<file path="src/rtl/fetch_resp_if.sv">
// Fetch-side handshake bundle: fetch request, instruction bus, and decode delivery.
// The slave modport is the fetch_resp view; master is the surrounding pipeline/bus.
interface fetch_resp_if;
  logic [31:0] f_pc;
  logic        f_vreq;
  logic        f_ready;
  logic        ireq_valid;
  logic [31:0] ireq_addr;
  logic        ireq_ready;
  logic        iresp_valid;
  logic [31:0] iresp_data;
  logic        flush;
  logic        d_valid;
  logic [31:0] d_pc;
  logic [31:0] d_instr;
  logic        d_exc;
  logic        d_ready;
  logic        busy;

  modport slave (
    input  f_pc,
    input  f_vreq,
    input  ireq_ready,
    input  iresp_valid,
    input  iresp_data,
    input  flush,
    input  d_ready,
    output f_ready,
    output ireq_valid,
    output ireq_addr,
    output d_valid,
    output d_pc,
    output d_instr,
    output d_exc,
    output busy
  );

  modport master (
    output f_pc,
    output f_vreq,
    output ireq_ready,
    output iresp_valid,
    output iresp_data,
    output flush,
    output d_ready,
    input  f_ready,
    input  ireq_valid,
    input  ireq_addr,
    input  d_valid,
    input  d_pc,
    input  d_instr,
    input  d_exc,
    input  busy
  );
endinterface

</file>
<file path="src/rtl/fetch_resp.sv">
// Single-outstanding instruction fetch sequencer: issues one bus read per accepted PC,
// buffers the response and presents it to decode, with flush and drain of stale responses.
module fetch_resp (
  input  logic               clk,
  input  logic               reset,
  fetch_resp_if.slave        fetch_io
);

  typedef enum logic [2:0] {
    StIdle,
    StReq,
    StWait,
    StHold,
    StDrain
  } state_e;

  state_e      state_q, state_d;
  logic [31:0] pc_q, pc_d;
  logic [31:0] instr_q, instr_d;
  logic        exc_q, exc_d;

  logic        accept;

  assign accept = (state_q == StIdle) & fetch_io.f_vreq & ~fetch_io.flush;

  always_ff @(posedge clk) begin
    if (reset) begin
      state_q <= StIdle;
      pc_q    <= 32'h0;
      instr_q <= 32'h0;
      exc_q   <= 1'b0;
    end else begin
      state_q <= state_d;
      pc_q    <= pc_d;
      instr_q <= instr_d;
      exc_q   <= exc_d;
    end
  end

  always_comb begin
    state_d = state_q;
    pc_d    = pc_q;
    instr_d = instr_q;
    exc_d   = exc_q;
    unique case (state_q)
      StIdle: begin
        if (accept) begin
          pc_d = fetch_io.f_pc;
          if (fetch_io.f_pc[1:0] == 2'b00) begin
            state_d = StReq;
          end else begin
            // Misaligned PC: skip the bus and deliver an address-error bubble.
            state_d = StHold;
            instr_d = 32'h0;
            exc_d   = 1'b1;
          end
        end
      end
      StReq: begin
        if (fetch_io.flush) begin
          // An address accepted in the same cycle is on the bus; its response must be eaten.
          state_d = fetch_io.ireq_ready ? StDrain : StIdle;
        end else if (fetch_io.ireq_ready) begin
          state_d = StWait;
        end
      end
      StWait: begin
        if (fetch_io.flush) begin
          state_d = fetch_io.iresp_valid ? StIdle : StDrain;
        end else if (fetch_io.iresp_valid) begin
          state_d = StHold;
          instr_d = fetch_io.iresp_data;
          exc_d   = 1'b0;
        end
      end
      StHold: begin
        if (fetch_io.flush || fetch_io.d_ready) begin
          state_d = StIdle;
        end
      end
      StDrain: begin
        if (fetch_io.iresp_valid) begin
          state_d = StIdle;
        end
      end
      default: state_d = StIdle;
    endcase
  end

  // Outputs are forced low while reset is held so nothing leaks from a stale state.
  always_comb begin
    fetch_io.f_ready    = 1'b0;
    fetch_io.ireq_valid = 1'b0;
    fetch_io.ireq_addr  = 32'h0;
    fetch_io.d_valid    = 1'b0;
    fetch_io.d_pc       = 32'h0;
    fetch_io.d_instr    = 32'h0;
    fetch_io.d_exc      = 1'b0;
    fetch_io.busy       = 1'b0;
    if (!reset) begin
      fetch_io.busy = (state_q != StIdle);
      unique case (state_q)
        StIdle: begin
          fetch_io.f_ready = ~fetch_io.flush;
        end
        StReq: begin
          fetch_io.ireq_valid = 1'b1;
          fetch_io.ireq_addr  = pc_q;
        end
        StHold: begin
          fetch_io.d_valid = 1'b1;
          fetch_io.d_pc    = pc_q;
          fetch_io.d_instr = instr_q;
          fetch_io.d_exc   = exc_q;
        end
        default: ;
      endcase
    end
  end

endmodule

</file>
<file path="src/flat_wrapper.sv">
// flat-port wrapper written by rule: the top's interface ports become plain ports
module fetch_resp_flat 
  (clk, reset, fetch_io_f_pc, fetch_io_f_vreq, fetch_io_ireq_ready, fetch_io_iresp_valid, fetch_io_iresp_data, fetch_io_flush, fetch_io_d_ready, fetch_io_f_ready, fetch_io_ireq_valid, fetch_io_ireq_addr, fetch_io_d_valid, fetch_io_d_pc, fetch_io_d_instr, fetch_io_d_exc, fetch_io_busy);
  fetch_resp_if fetch_io_i ();
  input  logic clk;
  input  logic reset;
  input wire logic [$bits(fetch_io_i.f_pc)-1:0] fetch_io_f_pc;
  input wire logic [$bits(fetch_io_i.f_vreq)-1:0] fetch_io_f_vreq;
  input wire logic [$bits(fetch_io_i.ireq_ready)-1:0] fetch_io_ireq_ready;
  input wire logic [$bits(fetch_io_i.iresp_valid)-1:0] fetch_io_iresp_valid;
  input wire logic [$bits(fetch_io_i.iresp_data)-1:0] fetch_io_iresp_data;
  input wire logic [$bits(fetch_io_i.flush)-1:0] fetch_io_flush;
  input wire logic [$bits(fetch_io_i.d_ready)-1:0] fetch_io_d_ready;
  output wire logic [$bits(fetch_io_i.f_ready)-1:0] fetch_io_f_ready;
  output wire logic [$bits(fetch_io_i.ireq_valid)-1:0] fetch_io_ireq_valid;
  output wire logic [$bits(fetch_io_i.ireq_addr)-1:0] fetch_io_ireq_addr;
  output wire logic [$bits(fetch_io_i.d_valid)-1:0] fetch_io_d_valid;
  output wire logic [$bits(fetch_io_i.d_pc)-1:0] fetch_io_d_pc;
  output wire logic [$bits(fetch_io_i.d_instr)-1:0] fetch_io_d_instr;
  output wire logic [$bits(fetch_io_i.d_exc)-1:0] fetch_io_d_exc;
  output wire logic [$bits(fetch_io_i.busy)-1:0] fetch_io_busy;
  assign fetch_io_i.f_pc = fetch_io_f_pc;
  assign fetch_io_i.f_vreq = fetch_io_f_vreq;
  assign fetch_io_i.ireq_ready = fetch_io_ireq_ready;
  assign fetch_io_i.iresp_valid = fetch_io_iresp_valid;
  assign fetch_io_i.iresp_data = fetch_io_iresp_data;
  assign fetch_io_i.flush = fetch_io_flush;
  assign fetch_io_i.d_ready = fetch_io_d_ready;
  assign fetch_io_f_ready = fetch_io_i.f_ready;
  assign fetch_io_ireq_valid = fetch_io_i.ireq_valid;
  assign fetch_io_ireq_addr = fetch_io_i.ireq_addr;
  assign fetch_io_d_valid = fetch_io_i.d_valid;
  assign fetch_io_d_pc = fetch_io_i.d_pc;
  assign fetch_io_d_instr = fetch_io_i.d_instr;
  assign fetch_io_d_exc = fetch_io_i.d_exc;
  assign fetch_io_busy = fetch_io_i.busy;
  fetch_resp u_core (.clk(clk), .reset(reset), .fetch_io(fetch_io_i));
endmodule
</file>
<file path="config.mk">
export PLATFORM = sky130hd
export DESIGN_NAME = fetch_resp_flat
export DESIGN_NICKNAME = d
export VERILOG_FILES = /design/src/rtl/fetch_resp_if.sv /design/src/rtl/fetch_resp.sv /design/src/flat_wrapper.sv
export SDC_FILE = /design/constraint.sdc
export NUM_CORES = 1
export LEC_CHECK = 0
export ABC_AREA = 1
export BUFFER_PORTS_ARGS = -buffer_cell sky130_fd_sc_hd__buf_4
export CAP_MARGIN = 20
export CORE_MARGIN = 10
export CORE_UTILIZATION = 48
export CTS_CLUSTER_DIAMETER = 120
export CTS_CLUSTER_SIZE = 28
export DETAILED_ROUTE_END_ITERATION = 7
export PLACE_DENSITY = 0.85
export SYNTH_ARGS = -nofsm -noshare
export SYNTH_HDL_FRONTEND = slang
export SYNTH_SLANG_ARGS = --single-unit
</file>
<file path="constraint.sdc">
create_clock -name clk -period 2.2 [get_ports clk]
set_input_delay 0.44 -clock clk [delete_from_list [all_inputs] [get_ports clk]]
set_output_delay 0.44 -clock clk [all_outputs]
set_load 0.01 [all_outputs]
</file>
Word-level counts from Yosys, hierarchy flattened
Index checks and enable logic that the tools add are counted.
{"block": "word_totals", "reg_bits": 68, "latch_bits": 0, "ram_bits": 0, "mem_bits_ro": 0, "inputBits": 71, "wordCells": 63, "n_memories": 0}
{"block": "op_classes", "add_sub_neg": 0, "n_mul": 0, "div": 0, "n_lt_le_gt_ge": 0, "eq_ne": 12, "n_shift": 0, "mux": 36, "bitwise_logic": 3, "reduce_logical": 8}
{"cell": "2-to-1 mux 32 bit", "count": 10}
{"cell": "case mux 32 bit (2 select lines)", "count": 1}
{"cell": "2-to-1 mux 3 bit", "count": 9}
{"cell": "case mux 3 bit (5 select lines)", "count": 1}
{"cell": "2-to-1 mux 1 bit", "count": 13}
{"cell": "AND reduction 5 bit", "count": 2}
{"cell": "inequality test 2 bit, second input constant", "count": 4}
{"cell": "== test 3 x 2 -> 1 bit, second input constant", "count": 2}
{"cell": "inequality test 3 bit, second input constant", "count": 2}
{"cell": "inequality test 2 x 1 -> 1 bit, second input constant", "count": 2}
{"cell": "== test 3 x 1 -> 1 bit, second input constant", "count": 1}
{"cell": "== test 3 bit, second input constant", "count": 1}
{"cell": "logical NOT 3 bit", "count": 1}
{"cell": "nonzero test 3 bit", "count": 1}
{"cell": "AND 1 bit", "count": 2}
{"cell": "logical NOT 2 bit", "count": 1}
{"cell": "2-to-1 mux 2 bit", "count": 1}
{"cell": "case mux 1 bit (2 select lines)", "count": 1}
{"cell": "AND reduction 2 bit", "count": 1}
{"cell": "nonzero test 2 bit", "count": 1}
{"cell": "logical OR 1 bit", "count": 1}
{"cell": "inverter 1 bit", "count": 1}

Depth between registers and ports, before layout
{"block": "logic_depth", "ltp_word": 5, "ltp_mapped": 8}

Worst setup path before layout
OpenSTA, ideal clock, no wires.
{"block": "synth_timing", "path_type": "register to output", "start": "register u_core.state_q[1]", "end": "output port fetch_io_ireq_addr[10]", "t_arrival_ps": 1288, "required_time_ps": 1760, "path_slack_ps": 472, "stages_incl_launch_ff": 8, "n_path_buf": 2, "cell_sequence": "dfxtp_1 > buf_2 > inv_1 > nand3_1 > nor2_1 > inv_1 > buf_2 > nor2_1"}
{"block": "synth_via", "elab_chain_cells": 3}
{"item": "start: declaration", "line_no": "fetch_resp.sv:17", "rtl": "state_e state_q, state_d;"}
{"item": "start signal: assignment", "line_no": "fetch_resp.sv:28", "rtl": "state_q <= StIdle;"}
{"item": "start signal: assignment", "line_no": "fetch_resp.sv:33", "rtl": "state_q <= state_d;"}
{"item": "== test 3 x 1 -> 1 bit", "line_no": "fetch_resp.sv:102", "rtl": "unique case (state_q)"}
{"item": "2-to-1 mux 32 bit", "line_no": "fetch_resp.sv:102"}
{"item": "2-to-1 mux 32 bit", "line_no": "fetch_resp.sv:100", "rtl": "if (!reset) begin"}
{"item": "end: declaration", "line_no": "flat_wrapper.sv:16", "rtl": "output wire logic [$bits(fetch_io_i.ireq_addr)-1:0] fetch_io_ireq_addr;"}
No other way between the ends.

Final worst setup path
{"block": "layout_timing", "start": "register u_core.state_q[2]", "end": "output port fetch_io_d_instr[25]"}
{"block": "layout_via", "elab_chain_cells": 3}
{"item": "== test 3 x 2 -> 1 bit", "line_no": "fetch_resp.sv:102"}
{"item": "2-to-1 mux 32 bit", "line_no": "fetch_resp.sv:102"}
{"item": "2-to-1 mux 32 bit", "line_no": "fetch_resp.sv:100"}
{"item": "end: declaration", "line_no": "flat_wrapper.sv:19", "rtl": "output wire logic [$bits(fetch_io_i.d_instr)-1:0] fetch_io_d_instr;"}
No other way between the ends.

==> impl_results.md <==
* Final WL at 10100 µm
* Worst slack, placed at 299 ps
* Final nets at 673
* Post-synthesis async set-or-reset flop share at 0
* Sequential-to-total area share from yosys stat at 0.425
* Top-area cell type share of the netlist area at 0.425
* FF/Latch Area at 1360 µm²
* Synth top area cells: dfxtp_1 42%, nor2_1 15%, inv_1 9.3%, a22oi_1 7.5%, a21oi_1 5.3%
* Sw frac at 0.334
* Mapped Area at 3200 µm²
* Htree depth at 3
* Buffers added on ports at 171
* Worst-Margin Slew at 629 ps
* Ports at 172
* CTS Buffer Depth at 2
* Worst-Skew Late Latency at 330 ps
* Ys flop type: dfxtp_1
* Clk sinks at 68
* Fin. Hold Viols at 0
* Worst ir drop on vdd at 482 µV
* Leakage power at 0.00204 µW
* HPWL after DPL at 7720 µm
* Worst Hold Class: in -> reg
* Initial DRT Pass Iterations at 4
* Startpoint Class: register
* Critical Path Max Stage Delay at 430 ps
* Initial antenna violation count at 0
* Wirelength per Cell at 14.8 µm
* Setup crit end kind: primary output
* RSZ-0062 raised after global routing: no
* Layout cells sized above 1 at 0.351
* Slowest-stage cell, CP: dfxtp_1
* Clock slew seen by the registers of the worst setup and hold paths at 70 ps
* Number of synthesized flops with an enable pin at 0
* Via count at 3337
* Via density at 4.88
* CP delay by family, top: buffers and inverters
* Worst EP required at 1760 ps
* FF+latch count, synth at 68
* Synthesis warning total at 0
* Avg Inst Size Synth at 7.23 µm²
* Final setup fails at 0
* Routability cong. at 0.863
* GR Util All Layers at 0.189
* Chip Width at 102 µm
* Final Critical Period at 2080 ps
* WP buf/inv at 4
* Die Span Y at 102 µm
* Maximum capacitance violations at 0
* Power share of the sequential group at 0.420
* Filler cells at 526
* Outcome: finished clean
* Setup_tns at 0 ps
* Cell breakdown of the critical path: inv_1 -> nand3_1 -> nor2_2 -> inv_2 -> buf_8 -> nor2_1 -> buf_4
* Residual DRC at 0
* CTS Buf Count at 9
* P_sw at 1190 µW
* CTS tree: built
* Full die area at 10300 µm²
* CP arrival at 1640 ps
* Cell internal pwr at 2360 µW
* Global-route wire length before repair at 15600 µm
* Combinational share of power at 0.294
* Clk network pwr share at 0.286
* Critical path peak fanout at 39
* Grt total ovfl at 0
* Largest area contributor in the netlist: dfxtp_1
* Worst Setup Slack, final at 124 ps
* 1st-iter DRT viols at 131
* Initial Util at 0.499
* Final Cycle Share at 0.944
* Cells after Synth at 443
* Largest net degree at the start of global routing at 65
* Slew headroom at 0.579
* Maximum clock rate at 0.482 GHz
* Post-Synthesis Net Count at 514
* Post-synth cell types at 26
* FP Rows at 29
* Number of global-route vias before repair at 3241
* Core area at 6420 µm²
* Antenna diodes at 0
* Root buf cell: clkbuf_8
* Area delta synth->final at 45.2%
* Hold Buf Count CTS at 0
* Final ANT Viol Nets at 0
* Footprint of the multi-input gates at 1330 µm²
* PD cells at 763 nW/µm²
* Worst Setup Path Type: reg -> out
* Setup bufs post-CTS at 0
* Clock skew at 5.49 ps
* Final Slew Violations at 0
path summary, 6_finish.rpt:
check                                                     from                              end  slack (ps)  cells past startpoint
worst max-delay path            u_core.state_q[2]$_SDFFE_PP0P_             fetch_io_d_instr[25]         120                      7
worst min-delay path                    fetch_io_iresp_data[5]   u_core.instr_q[5]$_SDFFE_PP0P_         360                      3
worst max register to register  u_core.state_q[2]$_SDFFE_PP0P_  u_core.instr_q[23]$_SDFFE_PP0P_         590                      6
worst min register to register    u_core.pc_q[25]$_SDFFE_PP0P_     u_core.pc_q[25]$_SDFFE_PP0P_         480                      2
layout make-up:
class / instances / area share
Clock buffer: 12 / 0.0333
Clock inverter: 4 / 0.0102
Inverter: 80 / 0.0645
Multi-Input combinational cell: 265 / 0.287
Sequential cell: 68 / 0.293
Tap cell: 77 / 0.0207
Timing Repair Buffer: 178 / 0.291
through the flow:
stage | util | std cells | total power [µW] | hold WS, ps | cell area, µm²
6_report | 0.725 | 684 | 3550 | 356 | 4650
5_1_grt | 0.725 | 684 | 3780 | 350 | 4650
4_1_cts | 0.724 | 684 | 3580 | 344 | 4650
3_5_place_dp | 0.691 | 668 | 2550 | 472 | 4440
3_3_place_gp | 0.691 | 668 | 2520 | 463 | 4440
2_1_floorplan | - | 443 | 2290 | 450 | 3200
kinds of logic (layout without fill, tap and decap cells):
family	after synthesis	count (layout)	share of synthesized area
compound gates	102	102	0.188
flops	68	68	0.425
simple gates	163	163	0.228
buf+inv	110	274	0.159
sequential cells by signal, summed over array words and instances, names as in the netlist:
register / flops
u_core.pc_q: 32
u_core.exc_q: 1
u_core.instr_q: 32
u_core.state_q: 3
Yosys cell counts, types with 2 or more instances:
library cell and number:
nand3_1 6, nor2_1 125, nor2_4 10, o21ai_0 31, o21ai_1 3, inv_1 79, dfxtp_1 68, nand4_1 4
buf_4 3, clkbuf_2 2, nand2_1 12, buf_2 9, a21oi_1 34, buf_6 8, clkbuf_1 6, a22oi_1 32
nor2_2 2
repair_timing:
action                     4_1_cts  5_1_grt
cloned                           0        0
gates resized for setup          1        4
setup endpoints to repair       29       73
cell usage in the layout, fill, tap and decap left out, types with 2 or more instances in the layout:
cell type	instances
a21oi_1	34
a22oi_1	32
buf_4	176
clkbuf_8	11
clkinv_2	2
dfxtp_1	66
dfxtp_2	2
inv_1	79
nand2_1	12
nand3_1	6
nand4_1	4
nor2_1	125
nor2_2	2
nor2_4	10
o21ai_0	31
o21ai_1	3
routing by layer:
metal	GRT usage	wire [µm]
met1	0.180	3580
met2	0.359	5540
met3	0.0660	751
met4	0.0770	230
met5	0	0
power by group through the flow:
stage	clock, µW	combinational [µW]	sequential (µW)
after detailed placement	0	1040	1510
final	1020	1040	1490
after CTS	1040	1050	1480
after global routing	1100	1170	1510
after floorplan	0	806	1480
after global placement	0	1010	1510
worst reg2reg max path, stage by stage (launching register included):
cell     delay (ps)
dfxtp_1         360
nor2_2          190
nand3_1         130
nand2_1         100
nand2_2         360
a22oi_1         290
nor2_1           70
Power figures use the tool's default switching activity.
